[src/rtl/sdram_arbiter_pkg.sv]
// sdram_arbiter_pkg
// Shared types and constants for the three-port SDRAM arbiter.
//   arb_state_e  : arbiter FSM states
//   PORT_*       : port index constants (0 = CPU ifetch, 1 = CPU data, 2 = VGA)
//   sdram_cmd_t  : registered command (write, address, wdata, wmask)
//   port_onehot  : converts a port index into a one-hot port vector
package sdram_arbiter_pkg;

  typedef enum logic [1:0] {
    ST_IDLE      = 2'd0,
    ST_ISSUE     = 2'd1,
    ST_WAIT_READ = 2'd2
  } arb_state_e;

  localparam int NUM_PORTS = 3;

  localparam logic [1:0] PORT_IFETCH = 2'd0;
  localparam logic [1:0] PORT_DATA   = 2'd1;
  localparam logic [1:0] PORT_VGA    = 2'd2;

  // The address field is sized for the widest supported bus; the top keeps
  // only the low ADDR_W bits.
  localparam int CMD_ADDR_W = 32;

  typedef struct packed {
    logic                  write;
    logic [CMD_ADDR_W-1:0] address;
    logic [31:0]           wdata;
    logic [3:0]            wmask;
  } sdram_cmd_t;

  function automatic logic [NUM_PORTS-1:0] port_onehot(input logic [1:0] port);
    return NUM_PORTS'(3'b001 << port);
  endfunction

endpackage

[src/rtl/sdram_arb_select.sv]
// sdram_arb_select
// Combinational winner selection and starvation bookkeeping.
// Ports:
//   req_valid_i      : per-port request valid
//   rr_ptr_i         : CPU round-robin pointer (0 = port 0 preferred, 1 = port 1)
//   starve_count_i   : consecutive VGA grants made while a CPU port waited
//   grant_o          : some port is requesting
//   winner_o         : index of the selected port
//   rr_ptr_o         : pointer value to load if this grant is taken
//   starve_count_o   : starvation count to load if this grant is taken
module sdram_arb_select
  import sdram_arbiter_pkg::*;
#(
  parameter int STARVE_MAX = 8,
  parameter int CNT_W      = 4
) (
  input  logic [NUM_PORTS-1:0] req_valid_i,
  input  logic                 rr_ptr_i,
  input  logic [CNT_W-1:0]     starve_count_i,
  output logic                 grant_o,
  output logic [1:0]           winner_o,
  output logic                 rr_ptr_o,
  output logic [CNT_W-1:0]     starve_count_o
);

  logic       cpuAny;
  logic       cpuStarved;
  logic [1:0] cpuWinner;

  // VGA normally wins, but once it has been granted STARVE_MAX times in a
  // row over a waiting CPU port, the CPU round-robin winner gets one turn.
  // The last granted CPU port is demoted by pointing rr at the other port.
  always_comb begin
    cpuAny         = req_valid_i[PORT_IFETCH] | req_valid_i[PORT_DATA];
    cpuStarved     = cpuAny && (starve_count_i == CNT_W'(STARVE_MAX));
    grant_o        = |req_valid_i;
    rr_ptr_o       = rr_ptr_i;
    starve_count_o = starve_count_i;

    if (req_valid_i[PORT_IFETCH] && req_valid_i[PORT_DATA]) begin
      cpuWinner = rr_ptr_i ? PORT_DATA : PORT_IFETCH;
    end else if (req_valid_i[PORT_DATA]) begin
      cpuWinner = PORT_DATA;
    end else begin
      cpuWinner = PORT_IFETCH;
    end
    winner_o = cpuWinner;

    if (req_valid_i[PORT_VGA] && !cpuStarved) begin
      winner_o = PORT_VGA;
      if (cpuAny && (starve_count_i != CNT_W'(STARVE_MAX))) begin
        starve_count_o = starve_count_i + CNT_W'(1);
      end
    end else if (cpuAny) begin
      rr_ptr_o       = (cpuWinner == PORT_IFETCH);
      starve_count_o = '0;
    end
  end

endmodule

[src/rtl/sdram_arbiter.sv]
// sdram_arbiter
// Three-port arbiter in front of a single-command SDRAM controller.
// Ports:
//   clock, reset                 : rising-edge clock, synchronous active-high reset
//   req_valid/write/addr/wdata/wmask : per-port request (0 ifetch, 1 data, 2 VGA)
//   req_ready                    : one-hot, request captured this cycle
//   rsp_valid, rsp_rdata         : one-hot response pulse, shared read data
//   sdram_request + fields       : command to the controller, held until sdram_ready
//   sdram_ready                  : controller accepts the command
//   sdram_rvalid, sdram_rdata    : read data return
module sdram_arbiter
  import sdram_arbiter_pkg::*;
#(
  parameter int ADDR_W     = 26,
  parameter int STARVE_MAX = 8
) (
  input  logic                           clock,
  input  logic                           reset,
  input  logic [NUM_PORTS-1:0]           req_valid,
  input  logic [NUM_PORTS-1:0]           req_write,
  input  logic [NUM_PORTS-1:0][ADDR_W-1:0] req_addr,
  input  logic [NUM_PORTS-1:0][31:0]     req_wdata,
  input  logic [NUM_PORTS-1:0][3:0]      req_wmask,
  output logic [NUM_PORTS-1:0]           req_ready,
  output logic [NUM_PORTS-1:0]           rsp_valid,
  output logic [31:0]                    rsp_rdata,
  output logic                           sdram_request,
  output logic                           sdram_write,
  output logic [ADDR_W-1:0]              sdram_address,
  output logic [31:0]                    sdram_wdata,
  output logic [3:0]                     sdram_wmask,
  input  logic                           sdram_ready,
  input  logic                           sdram_rvalid,
  input  logic [31:0]                    sdram_rdata
);

  localparam int CNT_W = $clog2(STARVE_MAX + 1);

  arb_state_e           state_q;
  sdram_cmd_t           cmd_q, cmd_d;
  logic [1:0]           owner_q;
  logic [NUM_PORTS-1:0] rsp_valid_q;
  logic [31:0]          rsp_rdata_q;
  logic [CNT_W-1:0]     starve_q, starve_d;
  logic                 rr_q, rr_d;
  logic                 grant;
  logic [1:0]           winner;
  logic                 unusedBits;

  sdram_arb_select #(
    .STARVE_MAX (STARVE_MAX),
    .CNT_W      (CNT_W)
  ) u_select (
    .req_valid_i    (req_valid),
    .rr_ptr_i       (rr_q),
    .starve_count_i (starve_q),
    .grant_o        (grant),
    .winner_o       (winner),
    .rr_ptr_o       (rr_d),
    .starve_count_o (starve_d)
  );

  // Word-aligned command for the winning port; byte offset bits are dropped.
  always_comb begin
    cmd_d         = '0;
    cmd_d.write   = req_write[winner];
    cmd_d.address = CMD_ADDR_W'({req_addr[winner][ADDR_W-1:2], 2'b00});
    cmd_d.wdata   = req_wdata[winner];
    cmd_d.wmask   = req_wmask[winner];
  end

  // Arbiter FSM: one transaction in flight. Responses are registered, so a
  // response pulse lands in the same cycle the FSM is back in IDLE and may
  // already grant the next request.
  always_ff @(posedge clock) begin
    if (reset) begin
      state_q     <= ST_IDLE;
      cmd_q       <= '0;
      owner_q     <= PORT_IFETCH;
      rsp_valid_q <= '0;
      rsp_rdata_q <= '0;
      starve_q    <= '0;
      rr_q        <= 1'b0;
    end else begin
      rsp_valid_q <= '0;
      unique case (state_q)
        ST_IDLE: begin
          if (grant) begin
            cmd_q    <= cmd_d;
            owner_q  <= winner;
            starve_q <= starve_d;
            rr_q     <= rr_d;
            state_q  <= ST_ISSUE;
          end
        end
        ST_ISSUE: begin
          if (sdram_ready) begin
            if (cmd_q.write) begin
              rsp_valid_q <= port_onehot(owner_q);
              state_q     <= ST_IDLE;
            end else begin
              state_q <= ST_WAIT_READ;
            end
          end
        end
        ST_WAIT_READ: begin
          if (sdram_rvalid) begin
            rsp_valid_q <= port_onehot(owner_q);
            rsp_rdata_q <= sdram_rdata;
            state_q     <= ST_IDLE;
          end
        end
        default: state_q <= ST_IDLE;
      endcase
    end
  end

  // req_ready follows the registered state so it only ever marks the port
  // being captured by the IDLE grant this cycle.
  assign req_ready     = (state_q == ST_IDLE && grant) ? port_onehot(winner) : '0;
  assign rsp_valid     = rsp_valid_q;
  assign rsp_rdata     = rsp_rdata_q;
  assign sdram_request = (state_q == ST_ISSUE);
  assign sdram_write   = cmd_q.write;
  assign sdram_address = cmd_q.address[ADDR_W-1:0];
  assign sdram_wdata   = cmd_q.wdata;
  assign sdram_wmask   = cmd_q.wmask;

  assign unusedBits = ^{cmd_q.address, req_addr};

endmodule

[config.mk]
export PLATFORM = sky130hd
export DESIGN_NAME = sdram_arbiter
export DESIGN_NICKNAME = d
export VERILOG_FILES = /design/src/rtl/sdram_arbiter_pkg.sv /design/src/rtl/sdram_arb_select.sv /design/src/rtl/sdram_arbiter.sv
export SDC_FILE = /design/constraint.sdc
export NUM_CORES = 1
export LEC_CHECK = 0
export BUFFER_PORTS_ARGS = -buffer_cell sky130_fd_sc_hd__buf_2
export CAP_MARGIN = 30
export CORE_AREA = 5 5 125 127
export CTS_CLUSTER_SIZE = 16
export DETAILED_ROUTE_END_ITERATION = 8
export DIE_AREA = 0 0 130 132
export GPL_ROUTABILITY_DRIVEN = 1
export MAX_ROUTING_LAYER = met4
export PLACE_DENSITY = 0.78
export SYNTH_ARGS = -nofsm -noshare
export SYNTH_HDL_FRONTEND = slang
export SYNTH_HIERARCHICAL = 1
export SYNTH_SLANG_ARGS = --single-unit
[constraint.sdc]
create_clock -name clock -period 2.42 [get_ports clock]
set_input_delay 0.121 -clock clock [delete_from_list [all_inputs] [get_ports clock]]
set_output_delay 0.121 -clock clock [all_outputs]
set_load 0.01 [all_outputs]
* Word level (Yosys, flattened, before mapping)
Index checks and enable logic that the tools add are counted.
** Word-level totals
- Register bits :: 105
- Bits of input ports :: 228
- Output and inout bits :: 102
- Logic and storage cells :: 64
** Cells by class
- Muxes and demuxes :: 25
- Add/sub/neg operators :: 1
- Shift-type cells :: 2
- Reductions and logical operators :: 15
- Bitwise operators :: 2
- Eq/ne operators :: 8
- Order comparisons :: 1
** Operators with widths (number)
- binary-select mux 32 bit (select 2 bit) :: 1
- binary-select mux 26 bit (select 2 bit) :: 1
- two-way mux 32 bit :: 1
- two-way mux 26 bit :: 1
- two-way mux 4 bit :: 4
- two-way mux 2 bit :: 6
- two-way mux 3 bit :: 4
- binary-select mux 4 bit (select 2 bit) :: 1
- AND reduction 4 bit :: 2
- != test 2 bit, second input constant :: 3
- one-hot mux 2 bit (3 select lines) :: 1
- one-hot mux 3 bit (2 select lines) :: 1
- << shifter 1 x 2 -> 3 bit, first input constant :: 2
- logical AND 1 bit :: 5
- adder 4 x 1 -> 4 bit, second input constant :: 1
- == test 4 bit, second input constant :: 1
- zero test 2 bit :: 2
- != test 4 bit, second input constant :: 1
- AND reduction 2 bit :: 2
- less-than comparator 2 x 3 -> 1 bit, second input constant :: 1
- two-way mux 1 bit :: 3
- AND reduction 3 bit :: 1
- OR reduction 3 bit :: 1
- binary-select mux 1 bit (select 2 bit) :: 1
- 7 further kinds :: 7

* Logic depth before layout (Yosys ltp)
- Word-level depth :: 7
- Depth in mapped cells :: 10
- Mapped depth without buffers :: 8

* Modules after synthesis
The synthesis kept the hierarchy.
** Modules (own cells, without submodules)
- sdram_arbiter :: area an instance 4700.8 um^2, instances 1, seq. area each 2102.0 um^2, cells each 503
- sdram_arb_select :: area an instance 235.2 um^2, instances 1, seq. area each 0.0 um^2, cells each 31

* Least setup slack after synthesis
Ideal clock, no wire load.
- Path type :: reg2reg
- From :: register starve_q[0]
- To :: register cmd_q (netlist bit sdram_address[10])
- Arrival time :: 1840 ps
- Library setup time :: 122 ps
- Stages on the path, launching flop included :: 11
- Setup slack :: 459 ps
- Cells stage by stage :: dfxtp_1 inv_1 ha_1 nand3b_4 nand2_4 and3_1 buf_6 clkbuf_4 mux2i_1 nor2_1 a221o_1
** Between the ends
- Longest elaborated chain between the ends :: 7
** RTL lines
- start, declared :: RTL line sdram_arbiter.sv:44 : logic [CNT_W-1:0] starve_q, starve_d;
- start signal, assigned :: RTL line sdram_arbiter.sv:91 : starve_q <= starve_d;
- == test 4 bit :: RTL line sdram_arb_select.sv:35 : cpuStarved = cpuAny && (starve_count_i == CNT_W'(STARVE_MAX));
- logical AND 1 bit :: RTL line sdram_arb_select.sv:35
- zero test 1 bit :: RTL line sdram_arb_select.sv:49 : if (req_valid_i[PORT_VGA] && !cpuStarved) begin
- logical AND 1 bit :: RTL line sdram_arb_select.sv:49
- two-way mux 2 bit :: RTL line sdram_arb_select.sv:49
- net winner[0] :: RTL line sdram_arbiter.sv:47 : logic [1:0] winner;
- binary-select mux 26 bit (select 2 bit) :: RTL line sdram_arbiter.sv:67 : cmd_d.address = CMD_ADDR_W'({req_addr[winner][ADDR_W-1:2], 2'b00});
- two-way mux 26 bit (implied by the code) :: RTL line sdram_arbiter.sv:67
- end signal, assigned :: RTL line sdram_arbiter.sv:89 : cmd_q <= cmd_d;
- end, declared :: RTL line sdram_arbiter.sv:40 : sdram_cmd_t cmd_q, cmd_d;
The timed path passes the listed nets, and every way through them passes these cells. The select of a mux whose other input is x is not followed.
A chain may end at the register's enable or synchronous reset.

* Worst setup path after layout
- From :: register starve_q[0]
- To :: register cmd_q (netlist bit sdram_wdata[13])
** Between the ends
- Longest elaborated chain between the ends :: 7
** RTL lines
- == test 4 bit :: RTL line sdram_arb_select.sv:35
- logical AND 1 bit :: RTL line sdram_arb_select.sv:35
- zero test 1 bit :: RTL line sdram_arb_select.sv:49
- logical AND 1 bit :: RTL line sdram_arb_select.sv:49
- two-way mux 2 bit :: RTL line sdram_arb_select.sv:49
- net winner[0] :: RTL line sdram_arbiter.sv:47
- binary-select mux 32 bit (select 2 bit) :: RTL line sdram_arbiter.sv:68 : cmd_d.wdata = req_wdata[winner];
- two-way mux 32 bit (implied by the code) :: RTL line sdram_arbiter.sv:68
The timed path passes the listed nets, and every way through them passes these cells. The select of a mux whose other input is x is not followed.

==> summary.md <==
| Metric | Value |
|---|---|
| Synthesized area per cell | `9.24 µm²` |
| Initial Utilization | `0.345` |
| Max Fclk | `441 MHz` |
| VDD IR max | `0.367 mV` |
| CTS clock-pin slew for the worst setup and hold paths | `0.08 ns` |
| Worst R2R End | `sdram_wdata[13]` |
| Floorplan core area | `0.0143 mm²` |
| Clock Latency Late Sink | `0.34 ns` |
| Hold WS | `0.0185 ns` |
| Clock H-tree levels | `3` |
| Die area | `0.0172 mm²` |
| Outcome | `completed` |
| Longest Clk Path Bufs | `2` |
| DP HPWL | `12.3 mm` |
| EDFF count, synth | `0` |
| WP data arrival | `2.51 ns` |
| Placed Instance Area | `0.00665 mm²` |
| Reg-to-reg slack, setup | `0.15 ns` |
| GRT Total Usage | `0.198` |
| Post-synth ARST share | `0` |
| Worst-margin pin slew | `0.582 ns` |
| Worst path slowest cell | `dfxtp_1` |
| Max-slew headroom | `0.611` |
| Sequential-to-total area share from yosys stat | `0.426` |
| Final setup viols | `0` |
| Routed vias | `5,323` |
| Crit share post-route | `0.938` |
| CTS Buf Count | `9` |
| Buffers and inverters on the worst path | `3` |
| Placed Cells | `1,012` |
| Post-CTS setup buffers | `0` |
| Post-synth top flop | `dfxtp_1` |
| Largest net degree at the start of global routing | `45` |
| Worst r2r path cells | `10` |
| Initial antenna violation count | `0` |
| Pwr dens | `779 mW/mm²` |
| Unique masters post-synth | `42` |
| Max-slew violations | `0` |
| RSZ-0062 raised after global routing | `false` |
| Synth Instances | `534` |
| Post_cts resized | `0` |
| Drt total wl | `17.0 mm` |
| Final hold violations | `0` |
| Maxcap violations | `0` |
| Iter 0 DRT Violations | `352` |
| # port buffers | `321` |
| Root Driver | `clkbuf_16` |
| Fin cells | `1,075` |
| Synthesized area | `0.00494 mm²` |
| CP Cell Sequence | `inv_1 -> ha_1 -> nand3b_4 -> nand2_4 -> and3_4 -> buf_12 -> buf_4 -> mux2i_1 -> nor2_1 -> a221o_1` |
| Total leakage power | `3.51 nW` |
| DRC | `0` |
| Die height | `132 µm` |
| Final setup TNS | `0 ns` |
| DR vias/cell | `4.95` |
| Rows | `44` |
| DRT Pass-1 Iters | `7` |
| # IOs | `330` |
| Clk sink count | `105` |
| Final net count | `1,120` |
| Fraction of layout cells with a size suffix above 1 | `0.409` |
| Reg-to-reg startpoint | `starve_q[0]` |
| Synthesis-to-layout area growth | `50.4%` |
| Hold endpoint | `rsp_rdata[16]` |
| N_diodes | `0` |
| Number of cells on the critical path | `10` |
| DRT antenna net count | `0` |
| Hold Path Origin | `sdram_rdata[16]` |
| Largest fanout on the critical path | `36` |
| Critical path's top delay family | `buffers and inverters` |
| CP Class | `flop to flop` |
| WP data required | `2.66 ns` |
| First-pass GRT wire length | `26.5 mm` |
| Post-route cell area | `0.00742 mm²` |
| CTS tree | `done` |
| CP Launch Type | `flop` |
| Overall power after layout | `5.79 mW` |
| Vias in the first global route | `5,438` |
| YS warnings | `6` |
| Final Skew | `0.00690 ns` |
| WL/cell | `15.8 µm` |
| CP max stage delay | `0.31 ns` |
| Hold Path Depth | `3` |
| Worst min path class | `input pin to flop` |
| Final min period | `2.27 ns` |
| RePlAce Congestion | `0.941` |
| GR Overflow Total | `0` |
| Flops & latches, synth | `105` |
| Worst Setup End Kind | `flop` |
| Die X | `130 µm` |
cells in the mapped netlist, types with 3 or more instances:
library cell  number  area [µm²]
nor3b_1            3        22.5
buf_1              4        15.0
a2bb2oi_1         17         149
buf_2              8        40.0
o21ai_1            4        20.0
clkbuf_1          10        37.5
buf_4              8        60.1
buf_6             15         169
mux2i_1           64         641
nor2_1            45         169
o21ai_0           18        90.1
ha_1               6        75.1
a221o_1           44         440
inv_1              9        33.8
a21oi_1           57         285
nand2_1           87         327
dfxtp_1          105        2100
tightest hold or removal path, stage by stage:
cell     delay (ns)
buf_2          0.09
nand2_1        0.05
a21oi_1        0.05
logic make-up (layout without fill, tap and decap cells):
kind of cell	count (synthesis)	in the layout	share of synthesized area
buf+inv	55	411	0.0735
flops	105	105	0.426
mux	64	64	0.130
other cells	1	2	0.000760
simple gates	156	156	0.140
fa+ha+maj	6	6	0.0152
compound gates	147	147	0.214
what timing repair did:
action,in CTS,in global routing
hold buffers,47,1
endpoints found under the hold margin,47,1
setup endpoints to repair,0,1
power breakdown:
part	leakage [nW]	switching, mW	internal (mW)	total (mW)
Clock	0.146	0.652	0.792	1.44
Sequential	0.860	0.195	2.10	2.30
Combinational	2.51	1.13	0.916	2.04
through the flow:
| step | setup WS [ns] | util |
|---|---|---|
| CTS | 0.0857 | 0.518 |
| floorplan | 0.459 | - |
| finish | 0.150 | 0.519 |
| detailed placement | 0.230 | 0.465 |
| global route | 0.0320 | 0.519 |
| global placement | 0.143 | 0.462 |
layer usage:
layer / wire [µm] / global-route usage / up-vias
li1: - / - / 2611
met1: 6530 / 0.217 / 2446
met2: 8700 / 0.342 / 219
met3: 1100 / 0.0353 / 47
met4: 632 / 0.0947 / 0
met5: 0 / - / -
final cells by class:
| class | instances | area (µm²) |
|---|---|---|
| fillers | 1333 | 6890 |
| clock inverters | 4 | 33.8 |
| repair buffers | 386 | 2270 |
| inverters | 9 | 33.8 |
| multi-input cells | 375 | 2480 |
| well taps | 184 | 230 |
| flip-flops and latches | 105 | 2100 |
| clock buffers | 12 | 267 |
layout by cell type, fill, tap and decap left out, drive strengths merged, types with 2 or more instances in the layout:
cell type	n
nor3	3
a221o	44
mux2i	64
ha	6
a21oi	57
nor2b	2
nand3b	2
clkbuf	12
nor2	47
nor3b	3
buf	338
a2bb2oi	18
nand2b	2
and2	3
o21ai	22
dlygate4sd3	48
conb	2
dfxtp	105
inv	11
nand2	88
and3	2
worst max path at each step:
stage / start / to
after CTS: starve_q[0] / req_ready[1]
final: starve_q[0] / sdram_wdata[13]
after floorplan: starve_q[0] / sdram_address[10]
after global placement: starve_q[0] / sdram_wdata[30]
after global routing: starve_q[0] / sdram_wdata[13]
after detailed placement: starve_q[0] / sdram_wdata[17]
flip-flops by register name (all words and copies together), names as in the netlist, 2 cells and up:
signal,flops
rsp_rdata,32
sdram_wdata,32
sdram_address,24
sdram_wmask,4
starve_q,4
rsp_valid,3
owner_q,2
state_q,2
Note: power is estimated with default switching activity, not from simulation.
